`config.mk`:
```
export PLATFORM = sky130hd
export DESIGN_NAME = hi_lo_multdiv_unit
export DESIGN_NICKNAME = d
export VERILOG_FILES = /design/src/rtl/hi_lo_multdiv_unit.sv
export SDC_FILE = /design/constraint.sdc
export NUM_CORES = 1
export LEC_CHECK = 0
export CAP_MARGIN = 15
export CORE_MARGIN = 4
export CORE_UTILIZATION = 48
export DETAILED_ROUTE_END_ITERATION = 7
export DONT_BUFFER_PORTS = 1
export PLACE_DENSITY_LB_ADDON = 0.08
export SYNTH_ARGS = -nofsm -noshare
export SYNTH_HDL_FRONTEND = slang
export SYNTH_SLANG_ARGS = --single-unit
```
`constraint.sdc`:
```
create_clock -name clk -period 4.65 [get_ports clk]
set_input_delay 0.2325 -clock clk [delete_from_list [all_inputs] [get_ports clk]]
set_output_delay 0.2325 -clock clk [all_outputs]
set_load 0.05 [all_outputs]
```
`src/rtl/hi_lo_multdiv_unit.sv`:
```
// Iterative multiply/divide unit that owns the HI/LO registers.
// MULT/MULTU/DIV/DIVU take one radix-2 step per cycle; MTHI/MTLO write in one cycle.
//
// state | meaning
// IDLE  | waiting for start; MTHI/MTLO written here, mult/div latched and launched
// RUN   | one shift-add (mult) or restoring shift-subtract (div) step per cycle
// FIXUP | sign correction, HI/LO writeback, done pulse
module hi_lo_multdiv_unit #(
    parameter int WIDTH = 32
) (
    input  logic             clk,
    input  logic             reset,
    input  logic             start,
    input  logic [5:0]       funct,
    input  logic [WIDTH-1:0] operand_a,
    input  logic [WIDTH-1:0] operand_b,
    output logic             busy,
    output logic             done,
    output logic [WIDTH-1:0] hi,
    output logic [WIDTH-1:0] lo
);

    localparam int CW = $clog2(WIDTH);

    localparam logic [5:0] FN_MTHI  = 6'b010001;
    localparam logic [5:0] FN_MTLO  = 6'b010011;
    localparam logic [5:0] FN_MULT  = 6'b011000;
    localparam logic [5:0] FN_MULTU = 6'b011001;
    localparam logic [5:0] FN_DIV   = 6'b011010;
    localparam logic [5:0] FN_DIVU  = 6'b011011;

    typedef enum logic [1:0] {
        IDLE  = 2'd0,
        RUN   = 2'd1,
        FIXUP = 2'd2
    } state_t;

    state_t state, state_next;

    logic [CW-1:0]      counter;
    logic [2*WIDTH-1:0] acc;
    logic [WIDTH-1:0]   b_mag;
    logic [WIDTH-1:0]   a_raw;
    logic               op_div;
    logic               res_neg;
    logic               dvd_neg;
    logic               div_zero;

    logic accept;
    logic mthi_wr;
    logic mtlo_wr;
    logic fixup;

    // Decode of the launch-time operation.
    logic             in_signed;
    logic             in_div;
    logic [WIDTH-1:0] a_abs;
    logic [WIDTH-1:0] b_abs;

    always_comb begin
        in_signed = (funct == FN_MULT) || (funct == FN_DIV);
        in_div    = (funct == FN_DIV) || (funct == FN_DIVU);
        a_abs     = (in_signed && operand_a[WIDTH-1]) ? -operand_a : operand_a;
        b_abs     = (in_signed && operand_b[WIDTH-1]) ? -operand_b : operand_b;
    end

    always_comb begin
        state_next = state;
        accept     = 1'b0;
        mthi_wr    = 1'b0;
        mtlo_wr    = 1'b0;
        fixup      = 1'b0;
        case (state)
            IDLE: begin
                if (start) begin
                    case (funct)
                        FN_MULT, FN_MULTU, FN_DIV, FN_DIVU: begin
                            accept     = 1'b1;
                            state_next = RUN;
                        end
                        FN_MTHI: mthi_wr = 1'b1;
                        FN_MTLO: mtlo_wr = 1'b1;
                        default: ;
                    endcase
                end
            end
            RUN: begin
                if (counter == CW'(WIDTH - 1)) begin
                    state_next = FIXUP;
                end
            end
            FIXUP: begin
                fixup      = 1'b1;
                state_next = IDLE;
            end
            default: state_next = IDLE;
        endcase
    end

    // acc holds {partial product, multiplier} for mult and {remainder, quotient} for div,
    // so both ops share one shift register.
    logic [WIDTH:0]     mult_sum;
    logic [WIDTH:0]     div_shift;
    logic [WIDTH:0]     div_diff;
    logic [2*WIDTH-1:0] acc_step;

    always_comb begin
        mult_sum  = {1'b0, acc[2*WIDTH-1:WIDTH]} + (acc[0] ? {1'b0, b_mag} : '0);
        div_shift = {acc[2*WIDTH-1:WIDTH], acc[WIDTH-1]};
        div_diff  = div_shift - {1'b0, b_mag};
        if (op_div) begin
            if (!div_diff[WIDTH]) begin
                acc_step = {div_diff[WIDTH-1:0], acc[WIDTH-2:0], 1'b1};
            end else begin
                acc_step = {div_shift[WIDTH-1:0], acc[WIDTH-2:0], 1'b0};
            end
        end else begin
            acc_step = {mult_sum, acc[WIDTH-1:1]};
        end
    end

    logic [2*WIDTH-1:0] prod_fix;
    logic [WIDTH-1:0]   res_hi;
    logic [WIDTH-1:0]   res_lo;

    always_comb begin
        prod_fix = res_neg ? -acc : acc;
        if (!op_div) begin
            res_hi = prod_fix[2*WIDTH-1:WIDTH];
            res_lo = prod_fix[WIDTH-1:0];
        end else if (div_zero) begin
            // Divide by zero returns all-ones quotient and the untouched dividend.
            res_hi = a_raw;
            res_lo = '1;
        end else begin
            res_hi = dvd_neg ? -acc[2*WIDTH-1:WIDTH] : acc[2*WIDTH-1:WIDTH];
            res_lo = res_neg ? -acc[WIDTH-1:0] : acc[WIDTH-1:0];
        end
    end

    always_ff @(posedge clk) begin
        if (reset) begin
            state    <= IDLE;
            busy     <= 1'b0;
            done     <= 1'b0;
            hi       <= '0;
            lo       <= '0;
            counter  <= '0;
            acc      <= '0;
            b_mag    <= '0;
            a_raw    <= '0;
            op_div   <= 1'b0;
            res_neg  <= 1'b0;
            dvd_neg  <= 1'b0;
            div_zero <= 1'b0;
        end else begin
            state <= state_next;
            busy  <= (state_next != IDLE);
            done  <= fixup;
            if (accept) begin
                counter  <= '0;
                acc      <= {{WIDTH{1'b0}}, a_abs};
                b_mag    <= b_abs;
                a_raw    <= operand_a;
                op_div   <= in_div;
                res_neg  <= in_signed && (operand_a[WIDTH-1] ^ operand_b[WIDTH-1]);
                dvd_neg  <= in_signed && operand_a[WIDTH-1];
                div_zero <= (operand_b == '0);
            end
            if (state == RUN) begin
                acc     <= acc_step;
                counter <= counter + CW'(1);
            end
            if (mthi_wr) begin
                hi <= operand_a;
            end
            if (mtlo_wr) begin
                lo <= operand_a;
            end
            if (fixup) begin
                hi <= res_hi;
                lo <= res_lo;
            end
        end
    end

endmodule
```
Yosys cells after proc, flatten, opt, wreduce, memory -nomap -nowiden. Cells that the tools add are included.

Equality and inequality tests: 9. Multiplexer cells: 34. Add/subtract/negate cells: 8. Bitwise operators: 1. Reduce and logical (&&, ||, !) cells: 12.

Operator list (number): 32-bit 2-to-1 mux (13); 64-bit 2-to-1 mux (5); 32-bit negation (4); 64-bit negation (1); 6-bit by 5-bit equality test with 1-bit output (second input constant) (6); 32-bit by 32-bit adder with 33-bit output (1); 33-bit by 32-bit subtractor with 33-bit output (1); 32-bit zero test (1); 1-bit 2-to-1 mux (10); 5-bit 2-to-1 mux (2); 2-bit nonzero test (4); 2-bit 2-to-1 mux (3); 5-bit by 1-bit adder with 5-bit output (second input constant) (1); 5-bit equality test (second input constant) (1); 2-bit one-hot mux with 2 select lines (1); 4-bit OR reduction (1); 1-bit logical AND (3); 2-bit by 1-bit equality test with 1-bit output (second input constant) (1); 2-bit equality test (second input constant) (1); 2-bit zero test (1); 1-bit logical OR (2); 1-bit XOR (1).

Output and inout bits: 66. Bits of input ports: 73. Register bits: 205. Word-level logic and storage cells: 77.

Depth between registers and ports, before layout. Gate-level depths: netlist of the first run.

Depth after elaboration: 7. Mapped depth: 14. Gate-level depth less buffers: 14.

Least setup slack after synthesis of the first run. Ideal clock, no wire load.

Path kind: flip-flop to flip-flop. Start point: register acc[31]. End point: register acc[57]. Library setup time: 122 ps. Arrival time: 3690 ps. Stages on the path, launching flop included: 15. Slack: 838 ps. Data required time: 4528 ps. Cells stage by stage: dfxtp_1 > inv_1 > ha_1 > fa_1 > nand2b_1 > a211oi_1 > o211ai_1 > a211oi_1 > o21ai_0 > o31ai_1 > xor2_2 > buf_2 > mux2i_1 > nor2_1 > a221o_1.

Cells in the longest elaborated chain, start to end: 4.

RTL lines: start, declared (line 41) `logic [2*WIDTH-1:0] acc;`; start signal, assigned (line 162) `acc <= {{WIDTH{1'b0}}, a_abs};`; start signal, assigned (line 171) `acc <= acc_step;`; 33-bit by 32-bit subtractor with 33-bit output (line 110) `div_diff = div_shift - {1'b0, b_mag};`; 64-bit 2-to-1 mux (line 112) `if (!div_diff[WIDTH]) begin`; 64-bit 2-to-1 mux (line 111) `if (op_div) begin`; 64-bit 2-to-1 mux (line 170) `if (state == RUN) begin`.

No other way between the ends. A chain may end at the register's enable or synchronous reset.

Worst setup path after layout of the first run.
Start point: register acc[31]. End point: register acc[61].

Same word-level chain as after synthesis.

==> reports/qor.txt, run 1 <==
Root Buffer: clkbuf_16
Crit. Startpoint: acc[31]$_SDFFE_PP0P_
Hold Slack: 0.0158 ns
Largest net degree at the start of global routing: 166
Reg2Reg Depth: 15
Worst min-delay path startpoint: funct[1]
Internal power: 3.27 mW
Hpwl dp: 40.3 mm
Sw Ratio: 28.0%
Vias per cell: 6.23
Setup TNS: 0 ns
Via count: 15600
RR Startpoint: acc[31]$_SDFFE_PP0P_
Wirelength per Cell: 23.3 microns
CP endpoint kind: flip-flop
Tmin final: 4.26 ns
Slew margin rel.: 35.0%
Total track usage: 31.2%
Mean cell area of the mapped netlist: 7.63 sq um
Max FO, Critical Path: 36
Vias in the first global route: 14900
Share of cells above drive strength 1: 5.85%
Comb power frac: 15.0%
Asr flop ratio synth: 0%
Synthesized cell area: 0.0158 sq mm
Ranking of synthesized cells by area: dfxtp_1 (26%), mux2i_1 (7.5%), a21oi_1 (6.0%), xor2_1 (5.6%), ha_1 (5.5%)
Top FF cell, synth: dfxtp_1
Worst Skew: 0.0343 ns
Fin crit share: 91.6%
Area added between synthesis and finish: 11.7%
P per Cell Area: 257 mW/mm^2
Remaining antenna violation count: 0
Die X: 190 microns
Yosys warnings: 0
Register area: 0.00411 sq mm
Seq pwr share: 40.0%
Number of port buffers: 0
Antenna violations before repair: 2
Fin. Hold Viols: 0
Sequential fraction of the synthesis area: 25.9%
Skew-Pair Late Insertion Delay: 0.56 ns
NumNets Final: 2195
GRT Residual Overflow: 0
Synth Instances: 2074
Aggregate routed wire length: 58.5 mm
Die area: 0.0360 sq mm
Status: finished, final reports clean
Lkg Pwr: 6.68 nW
Synth unique cells: 80
Total CTS buffers: 25
Fin. max-slew vios: 0
Synth Register Bits: 205
DR DRC count: 0
Worst hold path depth: 3
Crit path DAT: 4.68 ns
FMAX: 235 MHz
CORE AREA: 0.0325 sq mm
Max VDD drop: 0.283 mV
First-pass DRT Iterations: 5
Max Cap Viol: 0
Mapped Nets: 2219
Initial drt markers: 1161
Share of total power in the clock network: 45.0%
Final weighted congestion in routability-driven placement: 0.940
Clock tree buffer depth: 3
Die height: 190 microns
Hold Crit Class: in -> reg
CTS clk-pin slew, worst paths: 0.06 ns
Final setup violating endpoints: 0
Worst Hold End: hi[30]$_SDFFE_PP0P_
Crit Path Class: reg -> reg
Reg-to-reg endpoint: acc[61]$_SDFFE_PP0P_
H-Tree Depth: 1
Num ports: 139
Unrepaired setup endpoints after global routing: false
Most frequent cell after synthesis: nand2_1
First-pass GRT wire length: 89.5 mm
Area occupied by multi-input gates: 0.0109 sq mm
Synth top cells by count: nand2_1 (207), dfxtp_1 (205), a21oi_1 (190), nor2_1 (187), o21ai_0 (141)
CP Launch Type: flip-flop
Post-synth top area share: 25.9%
Clock sink total: 205
PostCTS Resize Cnt: 0
R2r setup slk: 0.39 ns
CTS tree: yes
Synth area leader: dfxtp_1
Post-synth EDFFs: 0
Cell Rows: 66
Fill count: 3187
Worst-Margin Slew: 0.972 ns
Switching power: 1.27 mW
Worst endpoint required time: 5.07 ns
Initial Utilization: 48.7%
==> critical path: stages, from the launching register on <==
cell and delay [ns]:
dfxtp_1 0.40, inv_1 0.09, ha_1 0.24, fa_1 0.40, nand2b_1 0.18, a211oi_1 0.43, o211ai_1 0.22, a211oi_1 0.41
o21ai_0 0.24, o31ai_1 0.30, buf_4 0.19, xor2_4 0.17, buf_12 0.26, and4_1 0.21, o21ai_0 0.09, a32o_1 0.29
==> cells by family after synthesis <==
logic type	Yosys count	share of synthesized area [%]
fa+ha+maj	72	5.79
xor+xnor	168	9.34
simple gates	606	17.7
flops	205	25.9
mux	128	8.17
compound gates	669	27.5
buf+inv	226	5.54
==> worst max-delay path by stage <==
stage                           endpoint  slack [ns]  cells past startpoint
floorplan           acc[57]$_SDFFE_PP0P_        0.84                     14
global placement    acc[61]$_SDFFE_PP0P_        0.55                     15
detailed placement  acc[61]$_SDFFE_PP0P_        0.43                     15
CTS                 acc[61]$_SDFFE_PP0P_        0.42                     15
global route         acc[0]$_SDFFE_PP0P_        0.07                     15
finish              acc[61]$_SDFFE_PP0P_        0.39                     15
==> flip-flops by register name (all words and copies together), names as in the netlist, 2 cells and up <==
name,flops
acc,64
a_raw,32
b_mag,32
hi,32
lo,32
counter,5
state,2
==> power by group through the flow <==
stage | Clock, mW | Sequential, mW | Combinational (mW)
final | 2.04 | 1.82 | 0.680
after floorplan | 0 | 1.84 | 0.463
after global routing | 2.13 | 1.82 | 0.729
after global placement | 0 | 1.86 | 0.573
after CTS | 2.07 | 1.82 | 0.675
after detailed placement | 0 | 1.86 | 0.572
==> cells in the final DEF, fill, tap and decap left out, types with 34 or more instances in the layout <==
| cell type | instances |
|---|---|
| mux2i_1 | 118 |
| o31ai_1 | 34 |
| nor2_1 | 186 |
| ha_1 | 70 |
| xnor2_1 | 66 |
| nand2_1 | 206 |
| o21ai_0 | 141 |
| a21oi_1 | 189 |
| buf_4 | 36 |
| nand3_1 | 34 |
| inv_1 | 67 |
| dlygate4sd3_1 | 67 |
| dfxtp_1 | 203 |
| a211oi_1 | 105 |
| a221oi_1 | 36 |
| xor2_1 | 101 |
==> cell type report <==
cell class / instances / area share (%)
multi-input combinational: 1643 / 61.7
sequential: 205 / 23.2
timing repair buffer: 106 / 5.70
clock buffer: 38 / 4.27
tap: 442 / 3.13
inverter: 69 / 1.46
clock inverter: 6 / 0.474
antenna: 2 / 0.0283
==> per-stage QoR <==
| stage | util (%) | area [sq um] | worst slack, ns | cells | power, mW |
|---|---|---|---|---|---|
| after floorplan | - | 15800 | 0.838 | 2074 | 2.31 |
| after global placement | 49.6 | 16100 | 0.548 | 2397 | 2.43 |
| after detailed placement | 49.6 | 16100 | 0.432 | 2397 | 2.43 |
| after CTS | 54.3 | 17700 | 0.417 | 2509 | 4.56 |
| after global routing | 54.3 | 17700 | 0.0749 | 2510 | 4.68 |
| final | 54.3 | 17700 | 0.391 | 2511 | 4.54 |
==> repair_timing <==
action	in CTS	in global routing
setup buffers	0	0
hold endpoints to repair	174	0
hold buffers	68	0
==> layer usage <==
| metal | GRT usage, % | share of wire (%) |
|---|---|---|
| met1 | 39.5 | 41 |
| met2 | 51.8 | 46 |
| met3 | 6.04 | 7.7 |
| met4 | 14.0 | 5.3 |
| met5 | 0 | 0 |
Note: power is estimated with default switching activity, not from simulation.
==> run 2: changes to the inputs <==
==> constraint.sdc (replaced) <==
create_clock -name clk -period 4.65 [get_ports clk]
set_input_delay 0.2325 -clock clk [delete_from_list [all_inputs] [get_ports clk]]
set_output_delay 0.2325 -clock clk [all_outputs]
set_load 0.02 [all_outputs]
==> reports/qor.txt, run 2 (synthesis gave the netlist of run 1 again) <==
GRT Residual Overflow: 0 (unchanged)
Setup TNS: 0 ns (unchanged)
Number of port buffers: 0 (unchanged)
Comb power frac: 15.0% (about the same)
Die height: 190 microns (unchanged)
Via count: 15800 (+0.99%)
Total track usage: 31.3% (about the same)
Cell Rows: 66 (unchanged)
Largest net degree at the start of global routing: 166 (unchanged)
Fill count: 3218 (+0.97%)
Die X: 190 microns (unchanged)
Most used cell, CP: a211oi_1
Hold Crit Class: in -> reg
Worst Skew: 0.0263 ns (-0.00801 ns)
Share of cells above drive strength 1: 5.98% (+0.13 points)
Met1 Use GR: 41.8% (+2.2 points)
Worst endpoint required time: 5.08 ns (about the same)
Clock tree buffer depth: 3 (unchanged)
Antenna violations before repair: 1 (-1)
Final setup violating endpoints: 0 (unchanged)
Hpwl dp: 40.3 mm (-0.12%)
CORE AREA: 0.0325 sq mm (unchanged)
First-pass GRT wire length: 89.8 mm (+0.26%)
Clock sink total: 205 (unchanged)
Final core utilization: 54.5% (+0.20 points)
Commonest cells after routing, fill and taps aside: nand2_1 (206), dfxtp_1 (203), a21oi_1 (189)
CTS clk-pin slew, worst paths: 0.06 ns (about the same)
NumNets Final: 2200 (+0.23%)
Unrepaired setup endpoints after global routing: false
Remaining antenna violation count: 0 (unchanged)
Met3 Usage GRT: 4.55% (-1.5 points)
Fin crit share: 91.0% (-0.59 points)
Aggregate routed wire length: 58.1 mm (-0.59%)
Sw Ratio: 27.8% (-0.13 points)
Max VDD drop: 0.246 mV (-13%)
Vias per cell: 6.28 (+0.87%)
Status: finished, final reports clean
Fin. Hold Viols: 0 (unchanged)
Internal power: 3.30 mW (+0.74%)
Met2 Use GR: 50.0% (-1.8 points)
Slowest CP cell: a211oi_1
Seq pwr share: 39.7% (-0.3 points)
Diodes inserted: 0 (-2)
Commonest non-fill, non-tap cell in the layout: nand2_1
CP Cell Sequence: inv_1 -> ha_1 -> fa_1 -> nand2b_1 -> a211oi_1 -> o211ai_1 -> a211oi_1 -> o21ai_0 -> o31ai_1 -> buf_4 -> xor2_4 -> buf_12 -> nand2_1 -> a21boi_0 -> a221oi_1
Num ports: 139 (unchanged)
Slew margin rel.: 36.6% (+1.6 points)
Tmin final: 4.23 ns (-0.0272 ns)
CTS tree: yes
First-pass DRT Iterations: 8 (+3)
Initial Utilization: 48.7% (unchanged)
Lkg Pwr: 6.71 nW (+0.47%)
Final weighted congestion in routability-driven placement: 0.929 (-1.1%)
Crit path DAT: 4.67 ns (about the same)
CP max stage delay: 0.44 ns (about the same)
Max Cap Viol: 0 (unchanged)
Wirelength per Cell: 23.1 microns (-0.71%)
FMAX: 236 MHz (+0.64%)
Register bank with the most flops: acc
Max FO, Critical Path: 36 (unchanged)
CP Buf/Inv Count: 3 (unchanged)
Number of flip-flops in the largest register: 64 (unchanged)
Crit Path Class: reg -> reg
H-Tree Depth: 1 (unchanged)
Global-route layer with the greatest usage: met2
CP endpoint kind: flip-flop
P per Cell Area: 257 mW/mm^2 (+0.20%)
Vias in the first global route: 14800 (-0.92%)
Total CTS buffers: 26 (+4.0%)
Switching power: 1.27 mW (+0.12%)
Initial drt markers: 1280 (+10%)
DR DRC count: 0 (unchanged)
Delay-heaviest family, CP: compound AO/OA/AOI/OAI gates
Share of total power in the clock network: 45.3% (+0.3 points)
Die area: 0.0360 sq mm (unchanged)
Worst-Margin Slew: 0.947 ns (-0.0246 ns)
Root Buffer: clkbuf_16
CP Launch Type: flip-flop
Skew-Pair Late Insertion Delay: 0.55 ns (about the same)
Area added between synthesis and finish: 12.1%
Fin. max-slew vios: 0 (unchanged)
run 2: cell count changes in the layout (fill, tap and decap cells not counted), sizes merged:
cell         change
clkbuf           -1
clkinv           +1
clkinvlp         +1
diode            -2
dlygate4sd3      +4
run 2: power by group through the flow:
stage / Clock [mW] / Combinational (mW) / Sequential [mW]
floorplan: 0 / 0.463 / 1.84
global placement: 0 / 0.574 / 1.85
detailed placement: 0 / 0.577 / 1.85
CTS: 2.11 / 0.681 / 1.81
global route: 2.19 / 0.737 / 1.82
finish: 2.07 / 0.687 / 1.81
run 2: cell type report:
cell class | instances | area [sq um] | share of cell area [%]
Clock inverter | 8 | 108 | 0.606
Timing Repair Buffer | 110 | 1050 | 5.91
Clock buffer | 37 | 762 | 4.29
Inverter | 69 | 259 | 1.46
Sequential cell | 205 | 4110 | 23.2
Multi-Input combinational cell | 1643 | 10900 | 61.5
Tap cell | 442 | 553 | 3.12
run 2: worst min-delay path: stages:
cell      delay (ns)
o31ai_1         0.06
xor2_1          0.13
a211oi_1        0.08
run 2: routing by layer:
layer  routed length, microns  share of wire, %  up-vias
met5                        0                 0        -
met4                     3060               5.3        0
met3                     4230               7.3      127
met2                    26300                45      632
met1                    24500                42     7499
li1                         -                 -     7530
run 2: through the flow:
step	instance area [sq um]	instances	hold WS, ns	worst slack, ns	total power [mW]
final	17700	2514	0.00942	0.418	4.57
after global routing	17700	2514	0.0191	0.00453	4.74
after CTS	17700	2514	0.00232	0.434	4.60
after detailed placement	16100	2397	0.336	0.449	2.43
after global placement	16100	2397	0.334	0.561	2.42
after floorplan	15800	2074	0.368	0.838	2.30
run 2: worst paths after layout:
kind	startpoint	endpoint	slack [ns]	depth (start not counted)
max	acc[31]$_SDFFE_PP0P_	acc[0]$_SDFFE_PP0P_	0.42	15
min	operand_b[6]	b_mag[8]$_SDFFE_PP0P_	0.009	3
max reg2reg	acc[31]$_SDFFE_PP0P_	acc[0]$_SDFFE_PP0P_	0.42	15
min reg2reg	a_raw[25]$_SDFFE_PP0P_	a_raw[25]$_SDFFE_PP0P_	0.45	2
run 2: timing repair:
item,in CTS,in global routing
endpoints found under the hold margin,174,0
hold buffers,72,0
gates resized for setup,0,0
buffers inserted,0,0
setup endpoints to repair,0,0
